--- config.mk ---
export PLATFORM = sky130hd
export DESIGN_NAME = button_conditioner_flat
export DESIGN_NICKNAME = d
export VERILOG_FILES = /design/src/rtl/button_conditioner_if.sv /design/src/rtl/button_conditioner.sv /design/src/flat_wrapper.sv
export SDC_FILE = /design/constraint.sdc
export NUM_CORES = 1
export LEC_CHECK = 0
export CAP_MARGIN = 10
export CELL_PAD_IN_SITES_DETAIL_PLACEMENT = 1
export CELL_PAD_IN_SITES_GLOBAL_PLACEMENT = 1
export CORE_MARGIN = 2
export CORE_UTILIZATION = 55
export CTS_BUF_LIST = sky130_fd_sc_hd__clkbuf_8
export DETAILED_ROUTE_END_ITERATION = 10
export HOLD_SLACK_MARGIN = 0.12
export PLACE_DENSITY = 0.92
export SYNTH_ARGS = -nofsm -noshare
export SYNTH_HDL_FRONTEND = slang
export SYNTH_SLANG_ARGS = --single-unit
--- constraint.sdc ---
create_clock -name clk -period 26.4 [get_ports clk]
set_input_delay 7.92 -clock clk [delete_from_list [all_inputs] [get_ports clk]]
set_output_delay 7.92 -clock clk [all_outputs]
set_load 0.02 [all_outputs]
--- src/rtl/button_conditioner_if.sv ---
// rtl/button_conditioner_if.sv - button pins in, debounced level and enable pulses out
interface button_conditioner_if #(
  parameter int N_BTN = 4
);
  logic [N_BTN-1:0] btn_raw;
  logic [N_BTN-1:0] dpb;
  logic [N_BTN-1:0] scen;
  logic [N_BTN-1:0] mcen;
  logic [N_BTN-1:0] ccen;

  // Board/stimulus side: drives the raw buttons, consumes conditioned outputs
  modport master (
    output btn_raw,
    input  dpb,
    input  scen,
    input  mcen,
    input  ccen
  );

  // Conditioner side
  modport slave (
    input  btn_raw,
    output dpb,
    output scen,
    output mcen,
    output ccen
  );
endinterface

--- src/rtl/button_conditioner.sv ---
// rtl/button_conditioner.sv - per-button synchroniser, debouncer and SCEN/MCEN/CCEN pulse generator
module button_conditioner #(
  parameter int N_BTN           = 4,
  parameter int DEBOUNCE_CYCLES = 1000000,
  parameter int HOLD_CYCLES     = 50000000,
  parameter int REPEAT_CYCLES   = 10000000,
  parameter int CCEN_CYCLES     = 5000000
) (
  input  logic          clk,
  input  logic          reset,
  button_conditioner_if.slave bus
);

  localparam int DB_W   = $clog2(DEBOUNCE_CYCLES + 1);
  localparam int MC_MAX = (HOLD_CYCLES > REPEAT_CYCLES) ? HOLD_CYCLES : REPEAT_CYCLES;
  localparam int MC_W   = $clog2(MC_MAX + 1);
  localparam int CC_W   = $clog2(CCEN_CYCLES + 1);

  // Terminal values: a counter reaching *_LAST on a qualifying edge completes the interval
  localparam logic [DB_W-1:0] DB_LAST   = DB_W'(DEBOUNCE_CYCLES - 1);
  localparam logic [MC_W-1:0] HOLD_LAST = MC_W'(HOLD_CYCLES - 1);
  localparam logic [MC_W-1:0] REP_LAST  = MC_W'(REPEAT_CYCLES - 1);
  localparam logic [CC_W-1:0] CC_LAST   = CC_W'(CCEN_CYCLES - 1);

  typedef enum logic [1:0] {
    IDLE         = 2'd0,
    PRESS_WAIT   = 2'd1,
    HELD         = 2'd2,
    RELEASE_WAIT = 2'd3
  } state_t;

  logic [N_BTN-1:0] sync1_q;
  logic [N_BTN-1:0] sync2_q;

  // Two-flop synchroniser for the asynchronous board buttons
  always_ff @(posedge clk or posedge reset) begin
    if (reset) begin
      sync1_q <= '0;
      sync2_q <= '0;
    end else begin
      sync1_q <= bus.btn_raw;
      sync2_q <= sync1_q;
    end
  end

  for (genvar g = 0; g < N_BTN; g++) begin : g_ch
    state_t          state_q;
    logic [DB_W-1:0] db_cnt_q;
    logic [MC_W-1:0] mc_cnt_q;
    logic            mc_rep_q;   // 0: waiting out the initial hold, 1: in repeat phase
    logic [CC_W-1:0] cc_cnt_q;
    logic            dpb_q;
    logic            scen_q;
    logic            mcen_q;
    logic            ccen_q;
    logic            sync_btn;

    assign sync_btn = sync2_q[g];

    // Channel FSM: debounce press/release, then run the repeat and continuous timers while held
    always_ff @(posedge clk or posedge reset) begin
      if (reset) begin
        state_q  <= IDLE;
        db_cnt_q <= '0;
        mc_cnt_q <= '0;
        mc_rep_q <= 1'b0;
        cc_cnt_q <= '0;
        dpb_q    <= 1'b0;
        scen_q   <= 1'b0;
        mcen_q   <= 1'b0;
        ccen_q   <= 1'b0;
      end else begin
        scen_q <= 1'b0;
        mcen_q <= 1'b0;
        ccen_q <= 1'b0;
        case (state_q)
          IDLE: begin
            dpb_q <= 1'b0;
            if (sync_btn) begin
              state_q  <= PRESS_WAIT;
              db_cnt_q <= '0;
            end
          end
          PRESS_WAIT: begin
            if (!sync_btn) begin
              state_q <= IDLE;
            end else if (db_cnt_q == DB_LAST) begin
              // Accepted press: all three enables fire together with the dpb rise
              state_q  <= HELD;
              dpb_q    <= 1'b1;
              scen_q   <= 1'b1;
              mcen_q   <= 1'b1;
              ccen_q   <= 1'b1;
              mc_cnt_q <= '0;
              mc_rep_q <= 1'b0;
              cc_cnt_q <= '0;
            end else begin
              db_cnt_q <= db_cnt_q + DB_W'(1);
            end
          end
          HELD: begin
            dpb_q <= 1'b1;
            if (!sync_btn) begin
              state_q  <= RELEASE_WAIT;
              db_cnt_q <= '0;
            end else begin
              if ((!mc_rep_q && mc_cnt_q == HOLD_LAST) || (mc_rep_q && mc_cnt_q == REP_LAST)) begin
                mcen_q   <= 1'b1;
                mc_rep_q <= 1'b1;
                mc_cnt_q <= '0;
              end else begin
                mc_cnt_q <= mc_cnt_q + MC_W'(1);
              end
              if (cc_cnt_q == CC_LAST) begin
                ccen_q   <= 1'b1;
                cc_cnt_q <= '0;
              end else begin
                cc_cnt_q <= cc_cnt_q + CC_W'(1);
              end
            end
          end
          RELEASE_WAIT: begin
            if (sync_btn) begin
              // Release bounce: back to held with fresh timers, not a new press
              state_q  <= HELD;
              mc_cnt_q <= '0;
              mc_rep_q <= 1'b0;
              cc_cnt_q <= '0;
            end else if (db_cnt_q == DB_LAST) begin
              state_q <= IDLE;
              dpb_q   <= 1'b0;
            end else begin
              db_cnt_q <= db_cnt_q + DB_W'(1);
            end
          end
          default: begin
            state_q <= IDLE;
            dpb_q   <= 1'b0;
          end
        endcase
      end
    end

    assign bus.dpb[g]  = dpb_q;
    assign bus.scen[g] = scen_q;
    assign bus.mcen[g] = mcen_q;
    assign bus.ccen[g] = ccen_q;
  end

endmodule

--- src/flat_wrapper.sv ---
// flat-port wrapper written by rule: the top's interface ports become plain ports
module button_conditioner_flat 
#(
  parameter int N_BTN           = 4,
  parameter int DEBOUNCE_CYCLES = 1000000,
  parameter int HOLD_CYCLES     = 50000000,
  parameter int REPEAT_CYCLES   = 10000000,
  parameter int CCEN_CYCLES     = 5000000
)
  (clk, reset, bus_btn_raw, bus_dpb, bus_scen, bus_mcen, bus_ccen);
  button_conditioner_if #(.N_BTN(N_BTN)) bus_i ();
  input  logic clk;
  input  logic reset;
  input wire logic [$bits(bus_i.btn_raw)-1:0] bus_btn_raw;
  output wire logic [$bits(bus_i.dpb)-1:0] bus_dpb;
  output wire logic [$bits(bus_i.scen)-1:0] bus_scen;
  output wire logic [$bits(bus_i.mcen)-1:0] bus_mcen;
  output wire logic [$bits(bus_i.ccen)-1:0] bus_ccen;
  assign bus_i.btn_raw = bus_btn_raw;
  assign bus_dpb = bus_i.dpb;
  assign bus_scen = bus_i.scen;
  assign bus_mcen = bus_i.mcen;
  assign bus_ccen = bus_i.ccen;
  button_conditioner #(.N_BTN(N_BTN), .DEBOUNCE_CYCLES(DEBOUNCE_CYCLES), .HOLD_CYCLES(HOLD_CYCLES), .REPEAT_CYCLES(REPEAT_CYCLES), .CCEN_CYCLES(CCEN_CYCLES)) u_core (.clk(clk), .reset(reset), .bus(bus_i));
endmodule
==> results of run 1 <==
==> cell usage after synthesis, drive strengths merged (27+ instances only) <==
cell,n
clkbuf,60
o31ai,36
xor2,43
xnor2,71
ha,28
o21ai,161
nand4,69
nand3,111
or3,27
inv,53
nor4,48
nor2,217
nor3,66
dfrtp,312
buf,33
a21oi,64
nand2,211
and3,39
==> kinds of logic after synthesis <==
| kind of cell | count (synthesis) | share of synthesized area |
|---|---|---|
| muxes | 17 | 0.0103 |
| DFF | 312 | 0.454 |
| and+or+nand+nor | 931 | 0.280 |
| buffers and inverters | 146 | 0.0372 |
| AOI/OAI and AO/OA | 386 | 0.140 |
| adders and majority gates | 28 | 0.0204 |
| xor gates and xnor gates | 114 | 0.0581 |
==> metrics by stage <==
step,total power [mW],util,hold WS (ns)
after floorplan,0.903,-,0.331
after global placement,1.01,0.574,0.340
after detailed placement,1.04,0.574,0.341
after CTS,1.51,0.611,0.362
after global routing,1.59,0.611,0.366
final,1.50,0.611,0.358
==> final cells by class <==
| type | instances | area (sq um) | area share |
|---|---|---|---|
| Clock buffer | 74 | 1020 | 0.0544 |
| Clock inverter | 26 | 119 | 0.00635 |
| Inverter | 53 | 206 | 0.0110 |
| Multi-Input combinational cell | 1476 | 8770 | 0.468 |
| Sequential cell | 312 | 7810 | 0.417 |
| Tap cell | 396 | 495 | 0.0264 |
| Timing Repair Buffer | 33 | 313 | 0.0167 |
==> cells in the final DEF, fill, tap and decap left out, drive strengths merged, types with 10 or more instances in the layout <==
master	instances
dfrtp	312
nor2	217
nand2	211
o21ai	161
nand3	111
clkbuf	74
xnor2	71
inv	70
nand4	69
nor3	66
a21oi	64
nor4	48
xor2	43
and3	39
o31ai	36
ha	28
or3	27
nor2b	24
a31oi	24
clkdlybuf4s50	21
or4	18
and2	18
o41ai	16
nor4b	12
and4	12
mux2i	12
buf	12
nand2b	11
o22ai	11
or2	10
a22o	10
==> how the worst max path moves through the flow <==
stage	end	slack, ns
finish	bus_dpb[3]	16.88
detailed placement	async pin	16.27
global placement	u_core.g_ch[2].db_cnt_q[2]	16.29
CTS	bus_dpb[3]	16.83
global route	u_core.g_ch[2].mc_cnt_q[2]	16.70
floorplan	async pin	9.85
==> registers in the layout, summed over array words and instances (netlist names), named ones only <==
signal and cells:
u_core.g_ch.cc_cnt_q 92, u_core.sync2_q 4, u_core.g_ch.ccen_q 4, u_core.sync1_q 4
u_core.g_ch.mc_cnt_q 104, u_core.g_ch.mcen_q 4, u_core.g_ch.db_cnt_q 80, u_core.g_ch.state_q 4
u_core.g_ch.mc_rep_q 4, u_core.g_ch.dpb_q 4, u_core.g_ch.scen_q 4
==> power groups by stage <==
| stage | logic, mW | clock network [mW] | registers [mW] |
|---|---|---|---|
| final | 0.502 | 0.461 | 0.536 |
| after global routing | 0.556 | 0.489 | 0.541 |
| after CTS | 0.501 | 0.471 | 0.536 |
| after detailed placement | 0.493 | 0 | 0.545 |
| after global placement | 0.467 | 0 | 0.541 |
| after floorplan | 0.367 | 0 | 0.536 |
==> layer usage <==
metal,vias to the layer above,routed length [um],global-route usage
li1,6988,-,-
met1,7623,20300,0.368
met2,239,22600,0.481
met3,88,1310,0.0387
met4,0,960,0.0868
met5,-,0,0.00444
==> reports/qor.yml, run 1 <==
required_ns: 18.48
portBuffers: 21
syn_area_sq_um: 17200
tns_ns: 0
die_w_um: 181
report.final.hold_viol_count: 0
place.gp.congestion: 0.842
path_cells: "clkdlybuf4s50_1"
hpwl_um: 28800
grt_max_degree: 179
tightest_slew_ns: 1.19
nets: 1964
cts_buffers: 54
path_delay_family: "buffers and inverters"
ctsResizeCount: 0
grt_antenna_before_repair: 0
htreeDepth: 2
cts-root-buf: "clkbuf_8"
cts.reportedPaths.clkPinSlew_ns: 0.06
clkPwrFrac: 0.308
min_path_cells: 0
setup_slack_ns: 16.88
die_h_um: 181
drt_iter0_markers: 864
synth_top_area_cell: "dfrtp_1"
ys_seq_area_frac: 0.454
cp-start-kind: "flop"
vias: 14900
cts_tree: "built"
grt_pass1_vias: 15800
synth_area_leaders: "dfrtp_1, nor2_1, nand2_1"
post-place-ws_ns: 16.27
clock_latency_ns: 0.63
critPathBufInv: 1
track_usage: 0.280
yosysTopAreaCellShare: 0.454
wire_per_inst_um: 19.1
crit_type: "flop to output pin"
ys_types: 79
start_util: 0.560
cap_viol_max_count: 0
ys_seq_elements: 312
viasPerCell: 6.30
ioPinCount: 22
power.switching_uw: 608
yosys_warnings: 0
power.share.switching: 0.405
slew_headroom: 0.201
synth_edf_count: 0
clockBufferDepth: 3
r2r-end: "u_core.g_ch[2].cc_cnt_q[11]"
cp-startpoint: "u_core.g_ch[3].dpb_q"
post_cts_buffers: 0
stdcell_count: 2370
hold_start: "u_core.sync1_q[1]"
drv_slew: 0
fmax_ghz: 0.105
powerDensity_nw_per_um2: 80.1
worstSetupEndpointType: "output pin"
p_comb_frac: 0.335
finalClockSkew_ns: 0.0383
rr_worst_depth: 7
fin_crit_ns: 9.52
grt_first_pass_wirelength_um: 78000
cp.depth: 1
die-area_sq_um: 32700
cts_num_sinks: 312
placed_cells_incl_taps: 2270
p_leak_nw: 7.66
drc_errors: 0
slowest_stage: "clkdlybuf4s50_1"
arrival_ns: 1.60
fill_cells: 3549
syn_nets: 1968
ant_nets: 0
rsz0062_at_grt: "no"
rows: 64
p_int_uw: 892
fin_area_sq_um: 18700
cts_hold_buf: 0
grt.overflow.total: 0
rrSetupSlack_ns: 22.87
fin_crit_sh: 0.361
drt_wl_total_um: 45200
hold_class: "flop to flop"
slowest_delay_ns: 0.62
status: "completed"
critPathMaxFanout: 4
whs_endpoint: "u_core.sync2_q[1]"
syn_area_per_cell_sq_um: 8.89
area_growth_pct: 8.98
fp.coreArea_sq_um: 30700
synthArstFlopShare: 1.00
placedInstanceArea_sq_um: 17600
rr_startpoint: "u_core.g_ch[2].state_q[0]"
finalSetupViolations: 0
p_seq_frac: 0.358
synth_flop_cell: "dfrtp_1"
firstDrtPassIters: 5
ir_drop_mv: 0.0594
drive_gt1_frac: 0.0729
syn_inst: 1934
n_antenna_cell: 0
Power figures use the tool's default switching activity.
==> inputs of run 2 (changes only) <==
- CORE_UTILIZATION: 55 -> 51
- PLACE_DENSITY: 0.92 -> 0.87
- clock period: 26.4 -> 9.22 ns (I/O delays scaled with it)
==> run 2 against run 1 <==
Wire length is 1.2% lower. Clock-buffer cell count is 4 higher. Highest routed layer unchanged. First-iteration DRC count is 3.7% lower. Via count is 0.77% lower. Critical path type unchanged. Non-clock buffer count is 6 higher. Core utilization is 4.5 points lower. Largest power group unchanged. Clock skew is 0.023 ns lower. Critical endpoint unchanged. Largest cell class unchanged. Worst hold slack worse by 0.0099 ns.
==> reports/qor.yml, run 2 (same netlist as run 1, synthesis figures left out) <==
path_delay_family: "buffers and inverters"  # unchanged
reg_top3: "u_core.g_ch.mc_cnt_q: 104 flops, u_core.g_ch.cc_cnt_q: 92 flops, u_core.g_ch.db_cnt_q: 80 flops"  # unchanged
cts_hold_buf: 0  # unchanged
cp.depth: 1  # unchanged
p_leak_nw: 7.69  # was 7.66 nW
die_h_um: 188  # was 181 um
critPathBufInv: 1  # unchanged
htreeDepth: 2  # unchanged
critPathMaxFanout: 4  # unchanged
crit_type: "flop to output pin"  # unchanged
ant_nets: 0  # unchanged
tns_ns: 0  # unchanged
drive_gt1_frac: 0.0763  # was 0.0729
rows: 67  # was 64
drt_iter0_markers: 832  # was 864
fill_cells: 3958  # was 3549
fin_crit_ns: 4.47
track_usage: 0.260  # was 0.280
powerDensity_nw_per_um2: 229  # was 80.1 nW/um^2
clockBufferDepth: 3  # unchanged
power.share.switching: 0.395  # was 0.405
p_comb_frac: 0.328  # was 0.335
arrival_ns: 1.70  # was 1.60 ns
ioPinCount: 22  # unchanged
layout_common_cells: "dfrtp_1, nor2_1, nand2_1, o21ai_0, nand3_1"  # unchanged
cp-start-kind: "flop"  # unchanged
slowest_delay_ns: 0.64  # was 0.62 ns
min_path_cells: 0  # unchanged
ctsResizeCount: 0  # unchanged
start_util: 0.515  # was 0.560
cts.reportedPaths.clkPinSlew_ns: 0.05  # was 0.06 ns
p_int_mw: 2.62  # was 892 uW
wire_per_inst_um: 18.4  # was 19.1 um
stdcell_count: 2427  # was 2370
vias: 14800  # was 14900
final_common_cell: "dfrtp_1"  # unchanged
hpwl_um: 29000  # was 28800 um
placed_cells_incl_taps: 2327  # was 2270
rr_worst_depth: 8  # was 7
rsz0062_at_grt: "no"  # unchanged
status: "completed"  # unchanged
required_ns: 6.45  # was 18.48 ns
p_seq_frac: 0.355  # was 0.358
worstSetupEndpointType: "output pin"  # unchanged
area_growth_pct: 9.90  # was 8.98%
portBuffers: 21  # unchanged
cap_viol_max_count: 0  # unchanged
tightest_slew_ns: 1.12  # was 1.19 ns
cts-root-buf: "clkbuf_8"  # unchanged
slowest_stage: "clkdlybuf4s50_1"  # unchanged
viasPerCell: 6.11  # was 6.30
fin_crit_sh: 0.484
placedInstanceArea_sq_um: 17700  # was 17600 sq um
cts_buffers: 57  # was 54
ir_drop_mv: 0.155  # was 0.0594 mV
drv_slew: 0  # unchanged
grt_first_pass_wirelength_um: 77900  # was 78000 um
clkPwrFrac: 0.317  # was 0.308
cts_tree: "built"  # unchanged
regMostFlops: "u_core.g_ch.mc_cnt_q"  # unchanged
finalSetupViolations: 0  # unchanged
drc_errors: 0  # unchanged
die-area_sq_um: 35200  # was 32700 sq um
nets: 1973  # was 1964
fin_area_sq_um: 18900  # was 18700 sq um
power.switching_mw: 1.71  # was 608 uW
grt_pass1_vias: 15900  # was 15800
clock_latency_ns: 0.63  # about the same
drt_wl_total_um: 44700  # was 45200 um
fp.coreArea_sq_um: 33400  # was 30700 sq um
slew_headroom: 0.246  # was 0.201
cts_num_sinks: 312  # unchanged
finalClockSkew_ns: 0.0157  # was 0.0383 ns
path_cells: "clkdlybuf4s50_1"  # unchanged
fmax_ghz: 0.224
grt_max_degree: 173  # was 179
firstDrtPassIters: 4  # was 5
die_w_um: 188  # was 181 um
largest_reg_flops: 104  # unchanged
n_antenna_cell: 0  # unchanged
grt.overflow.total: 0  # unchanged
hold_class: "flop to flop"  # unchanged
post_cts_buffers: 0  # unchanged
grt_antenna_before_repair: 0  # unchanged
place.gp.congestion: 0.820  # was 0.842
report.final.hold_viol_count: 0  # unchanged
[run 2: changes by cell type in the layout (fill, tap and decap cells not counted), sizes merged]
cell / previous run / this run
buf: 12 / 18
inv: 70 / 64
clkbuf: 74 / 78
clkinv: 9 / 6
clkinvlp: 0 / 3
bufinv: 0 / 1
[run 2: final cells by class]
| class | instances | area (sq um) | share of cell area |
|---|---|---|---|
| Multi-Input combinational cell | 1476 | 8770 | 0.464 |
| Inverter | 53 | 203 | 0.0107 |
| Timing Repair Buffer | 39 | 358 | 0.0189 |
| Tap cell | 448 | 561 | 0.0297 |
| Clock buffer | 78 | 1070 | 0.0568 |
| Sequential cell | 312 | 7810 | 0.413 |
| Clock inverter | 21 | 120 | 0.00636 |
[run 2: worst paths after layout]
check / startpoint / end / slack, ns
worst max-delay path: u_core.g_ch[3].dpb_q / bus_dpb[3] / 4.75
worst min-delay path: u_core.sync1_q[3] / u_core.sync2_q[3] / 0.35
worst max register to register: u_core.g_ch[2].state_q[0] / u_core.g_ch[2].mc_cnt_q[16] / 5.75
worst min register to register: u_core.sync1_q[3] / u_core.sync2_q[3] / 0.35
max in group asynchronous: reset / u_core.g_ch[3].cc_cnt_q[15] / 5.33
min in group asynchronous: reset / u_core.g_ch[2].db_cnt_q[5] / 2.57
[run 2: worst reg2reg max path, stage by stage, from the launching register on]
cell and delay [ns]:
dfrtp_1 0.44, inv_1 0.11, ha_1 0.20, buf_4 0.20, or3_1 0.33, a21oi_1 0.21, nand3_2 0.74, a21oi_2 0.94
nor2_1 0.16
[run 2: metrics by stage]
step           utilization  hold slack (ns)  worst slack (ns)  total power [mW]
2_1_floorplan            -            0.331              2.30              2.59
3_3_place_gp         0.530            0.334              4.64              2.89
3_5_place_dp         0.530            0.342              4.63              2.97
4_1_cts              0.566            0.350              4.72              4.37
5_1_grt              0.566            0.360              4.70              4.61
6_report             0.566            0.348              4.75              4.33
[run 2: power groups by stage]
stage	clock network, mW	logic, mW	registers (mW)
3_5_place_dp	0	1.41	1.56
6_report	1.37	1.42	1.54
3_3_place_gp	0	1.34	1.55
5_1_grt	1.47	1.59	1.55
4_1_cts	1.41	1.43	1.54
2_1_floorplan	0	1.05	1.53
[run 2: layer usage]
layer | share of wire | track usage
met2 | 0.50 | 0.448
met4 | 0.019 | 0.0806
met5 | 0 | 0
met1 | 0.45 | 0.339
met3 | 0.030 | 0.0376
